--- config.mk ---
export PLATFORM = sky130hd
export DESIGN_NAME = hazard_controller
export DESIGN_NICKNAME = d
export VERILOG_FILES = /design/src/rtl/hazard_controller.sv
export SDC_FILE = /design/constraint.sdc
export NUM_CORES = 1
export LEC_CHECK = 0
export CAP_MARGIN = 15
export CORE_MARGIN = 4
export CORE_UTILIZATION = 48
export CTS_CLUSTER_DIAMETER = 80
export CTS_CLUSTER_SIZE = 40
export DETAILED_ROUTE_END_ITERATION = 8
export PLACE_DENSITY = 0.85
export SETUP_SLACK_MARGIN = 0.05
export SYNTH_ARGS = -nofsm -noshare
export SYNTH_HDL_FRONTEND = slang
export SYNTH_SLANG_ARGS = --single-unit
--- constraint.sdc ---
create_clock -name clk -period 2.7 [get_ports clk]
set_clock_uncertainty 0.05 [all_clocks]
set_input_delay 0.27 -clock clk [delete_from_list [all_inputs] [get_ports clk]]
set_output_delay 0.27 -clock clk [all_outputs]
set_load 0.02 [all_outputs]
--- src/rtl/hazard_controller.sv ---
// Pipeline hazard controller: load-use stalls, taken-branch flushes and
// data-memory wait freezes with a timeout watchdog, plus saturating perf counters.
module hazard_controller #(
  parameter int TIMEOUT = 64,
  parameter int CNT_W   = 16
) (
  input  logic             clk,
  input  logic             rst_n,
  input  logic [4:0]       id_rs1,
  input  logic [4:0]       id_rs2,
  input  logic             id_uses_rs1,
  input  logic             id_uses_rs2,
  input  logic [4:0]       ex_rd,
  input  logic             ex_mem_read,
  input  logic             ex_branch_taken,
  input  logic             mem_req,
  input  logic             mem_ready,
  output logic             pc_we,
  output logic             ifid_we,
  output logic             ifid_flush,
  output logic             idex_bubble,
  output logic             idex_we,
  output logic             exmem_we,
  output logic             memwb_bubble,
  output logic             mem_timeout,
  output logic [CNT_W-1:0] stall_cycles,
  output logic [CNT_W-1:0] flush_count
);

  localparam int WC_W = $clog2(TIMEOUT + 1);

  typedef enum logic [1:0] {RUN, MEM_WAIT, ERR} state_t;

  state_t           r_state;
  logic [WC_W-1:0]  r_wait_cnt;
  logic             r_mem_timeout;
  logic [CNT_W-1:0] r_stall_cycles;
  logic [CNT_W-1:0] r_flush_count;

  logic w_mem_stall;
  logic w_load_use;
  logic w_pc_we, w_ifid_we, w_ifid_flush, w_idex_bubble, w_idex_we, w_exmem_we, w_memwb_bubble;

  assign w_mem_stall = mem_req && !mem_ready;
  assign w_load_use  = ex_mem_read && (ex_rd != 5'd0) &&
                       ((id_uses_rs1 && (id_rs1 == ex_rd)) ||
                        (id_uses_rs2 && (id_rs2 == ex_rd)));

  // Priority: error freeze, memory freeze, branch flush, load-use stall.
  always_comb begin
    // NOTE: every output gets a default first so no path leaves it unassigned (no latch).
    w_pc_we        = 1'b1;
    w_ifid_we      = 1'b1;
    w_ifid_flush   = 1'b0;
    w_idex_bubble  = 1'b0;
    w_idex_we      = 1'b1;
    w_exmem_we     = 1'b1;
    w_memwb_bubble = 1'b0;
    if (!rst_n) begin
      w_pc_we        = 1'b0;
      w_ifid_we      = 1'b0;
      w_idex_we      = 1'b0;
      w_exmem_we     = 1'b0;
      w_ifid_flush   = 1'b1;
      w_idex_bubble  = 1'b1;
      w_memwb_bubble = 1'b1;
    end else if ((r_state == ERR) || w_mem_stall) begin
      w_pc_we        = 1'b0;
      w_ifid_we      = 1'b0;
      w_idex_we      = 1'b0;
      w_exmem_we     = 1'b0;
      w_memwb_bubble = 1'b1;
    end else if (ex_branch_taken) begin
      w_ifid_flush  = 1'b1;
      w_idex_bubble = 1'b1;
    end else if (w_load_use) begin
      w_pc_we       = 1'b0;
      w_ifid_we     = 1'b0;
      w_idex_bubble = 1'b1;
    end
  end

  always_ff @(posedge clk or negedge rst_n) begin
    if (!rst_n) begin
      r_state        <= RUN;
      r_wait_cnt     <= '0;
      r_mem_timeout  <= 1'b0;
      r_stall_cycles <= '0;
      r_flush_count  <= '0;
    end else begin
      // NOTE: non-blocking assignments so every register samples pre-edge values.
      case (r_state)
        RUN: begin
          if (w_mem_stall) begin
            r_state    <= MEM_WAIT;
            r_wait_cnt <= WC_W'(1);
          end
        end
        MEM_WAIT: begin
          if (!w_mem_stall) begin
            r_state    <= RUN;
            r_wait_cnt <= '0;
          end else if (r_wait_cnt == WC_W'(TIMEOUT - 1)) begin
            r_state       <= ERR;
            r_mem_timeout <= 1'b1;
          end else begin
            r_wait_cnt <= r_wait_cnt + 1'b1;
          end
        end
        ERR:     r_state <= ERR;
        default: r_state <= RUN;
      endcase
      if (!w_pc_we && (r_stall_cycles != {CNT_W{1'b1}}))
        r_stall_cycles <= r_stall_cycles + 1'b1;
      if (w_ifid_flush && (r_flush_count != {CNT_W{1'b1}}))
        r_flush_count <= r_flush_count + 1'b1;
    end
  end

  assign pc_we        = w_pc_we;
  assign ifid_we      = w_ifid_we;
  assign ifid_flush   = w_ifid_flush;
  assign idex_bubble  = w_idex_bubble;
  assign idex_we      = w_idex_we;
  assign exmem_we     = w_exmem_we;
  assign memwb_bubble = w_memwb_bubble;
  assign mem_timeout  = r_mem_timeout;
  assign stall_cycles = r_stall_cycles;
  assign flush_count  = r_flush_count;

endmodule

==> results.cfg <==
[timing]
period_minus_slack_ns = 2.52
tns_ns = 0
final_hold_viol_count = 0
post-route-period-util_pct = 93.4
clock.fmax_ghz = 0.396
slew_viol_final = 0
worst_pin_slew_ns = 0.513
slew_headroom_pct = 65.8
fin_ws_ns = 0.177
hold_ws_ns = 0.0472
setup_violations = 0
rsz0062_at_grt = true

[worst_setup_path]
slowest_stage = clkdlybuf4s50_1
arrival_ns = 2.20
max_stage_delay_ns = 0.61
path_cells = clkdlybuf4s50_1 -> xnor2_1 -> nand4_1 -> o22ai_1 -> a41o_1 -> clkdlybuf4s50_1
cpMostUsedCell = clkdlybuf4s50_1
cp_data_required_time_ns = 2.38
critPathLaunchType = input port
path_max_fanout = 3
crit_buf_inv = 2
crit_family = buffers and inverters
crit_type = in2out
cp-end-kind = output port

[synthesis]
synthXorXnorAreaFrac_pct = 15.1
ys_ff_latch = 42
yosys.area.top_type_share_pct = 47.6
synth_compound_area_share_pct = 7.93
synthAdderAreaFrac_pct = 1.70
yosysWarnings = 0
yosysSeqAreaShare_pct = 47.6
synth_area_um2 = 2210
synth_cell_types = 35
synth_nets = 256
avgSynthCellArea_um2 = 9.60
syn_inst = 230
synth.top_cells.by_area = dfrtp_1 (48%), xnor2_1 (7.9%), xor2_1 (7.1%), nand2_1 (4.9%), nor2_1 (4.2%)
yosys.area_share.simple_pct = 22.0
synth_area_leader_cell = dfrtp_1
synth_top_family_by_area = simple AND/OR/NAND/NOR gates
synthMuxAreaShare_pct = 2.49

[finish]
diodes = 0
fillers = 339
fin_nets = 324
area_delta_synth_final_pct = 34.6
final_util_pct = 67.3
fin_cells = 350
layout_common_cells = clkdlybuf4s50_1 (61), dfrtp_1 (42), nand2_1 (29), nor2_1 (25), xnor2_1 (20)
final_common_cell = clkdlybuf4s50_1
layout-drive-gt1-share_pct = 6.04
fin_area_um2 = 2970

[route]
drcViolationCount = 0
wl_um = 4890
vias = 1886
first_iter_violations = 114
first_pass_iters = 4
wire_per_inst_um = 14.0
via_per_inst = 5.39
postRouteAntennaNets = 0

[floorplan]
pin_count = 63
die_h_um = 75.8
initial_core_util_pct = 50.0
die_w_um = 75.8
die-area_um2 = 5750
num_rows = 24
core_um2 = 4410

[cts]
cts_resized = 0
post_cts_buffers = 0
cts_inserted_buffers = 5
clkTransAtPathRegs_ns = 0.07
cts_sinks = 42
clk_root_buffer_cell = clkbuf_8
htree_num_levels = 2
cts_tree = built
insertion_delay_ns = 0.28
cts_hold_buf = 0
clock_path_buffers = 2

[placed_design]
port_buffers = 62
place_congestion = 0.914
hpwl_um = 3770
pre_cts_ws_ns = 0.104
dp_cells = 343
placed_area_um2 = 2890

[global_route]
grt_pass1_vias = 1810
overflow = 0
antenna_found_initial = 0
grt_start_max_net_pins = 43
grt_pass1_wl_um = 7890
grt.total_usage_pct = 17.9

[hold_path]
hold_path_class = in2async

[run]
drv_cap = 0

[power_and_ir_drop]
power_density_nw_per_um2 = 663
ir_drop_mv = 0.712
p_leak_nw = 1.29
p_total_mw = 1.97

[outcome]
status = finished, final reports clean
report_power, final:
part / switching (mW) / leakage [nW] / internal, mW
registers: 0.142 / 0.551 / 0.744
clock network: 0.191 / 0.0383 / 0.178
logic: 0.361 / 0.703 / 0.353
sequential cells by signal (all words and copies together), names as in the netlist:
name and flops:
flush_count 16, stall_cycles 16, r_wait_cnt 7, r_state 2
mem_timeout 1
logic make-up (layout without fill, tap and decap cells):
group                      after synthesis  in the layout
AOI/OAI and AO/OA                       26             26
adders and majority gates                3              3
buffers and inverters                   15             83
muxes                                    5              5
xor gates and xnor gates                38             38
DFF                                     42             42
and+or+nand+nor                        101            101
routing by layer:
metal,wire (um),track usage (%),share of wire (%),vias up
li1,-,-,-,915
met1,1950,21.8,40,906
met2,2460,30.4,50,63
met3,465,5.54,9.5,2
met4,17,5.24,0.35,0
met5,0,0,0,-
synthesized netlist by cell type:
cell	n
a211oi_1	2
a21o_1	2
a21oi_1	6
a21oi_4	1
a31oi_1	3
a32oi_1	1
a41o_1	1
and2_1	1
and3_1	3
buf_4	2
buf_6	1
clkbuf_1	3
dfrtp_1	42
ha_1	3
inv_1	9
mux2_1	1
mux2_2	3
mux2i_1	1
nand2_1	29
nand2b_1	4
nand3_1	13
nand4_1	8
nor2_1	25
nor2b_1	3
nor3_1	9
nor4_1	4
nor4b_2	1
o21a_1	2
o21ai_0	5
o21bai_1	1
o22ai_1	1
o31ai_1	1
or4b_4	1
xnor2_1	20
xor2_1	18
final cells by class:
class                      instances  area (um^2)  area share, %
multi-input combinational        173         1090           36.8
sequential                        42         1050           35.4
timing repair buffer              67          653           22.0
clock buffer                       7         76.3           2.57
tap                               52         65.1           2.19
inverter                           9         33.8           1.14
worst paths after layout:
| path | startpoint | endpoint | slack [ns] | cells past startpoint |
|---|---|---|---|---|
| worst max-delay path | ex_rd[1] | idex_bubble | 0.18 | 6 |
| worst min-delay path | rst_n | mem_timeout$_DFFE_PN0P_ | 0.05 | 2 |
| worst max register to register | stall_cycles[0]$_DFFE_PN0P_ | stall_cycles[1]$_DFFE_PN0P_ | 0.29 | 6 |
| worst min register to register | mem_timeout$_DFFE_PN0P_ | mem_timeout$_DFFE_PN0P_ | 0.43 | 1 |
| max in group asynchronous | rst_n | stall_cycles[8]$_DFFE_PN0P_ | 2.20 | 2 |
| min in group clk | mem_timeout$_DFFE_PN0P_ | mem_timeout$_DFFE_PN0P_ | 0.43 | 1 |
Note: power is estimated with default switching activity, not from simulation.
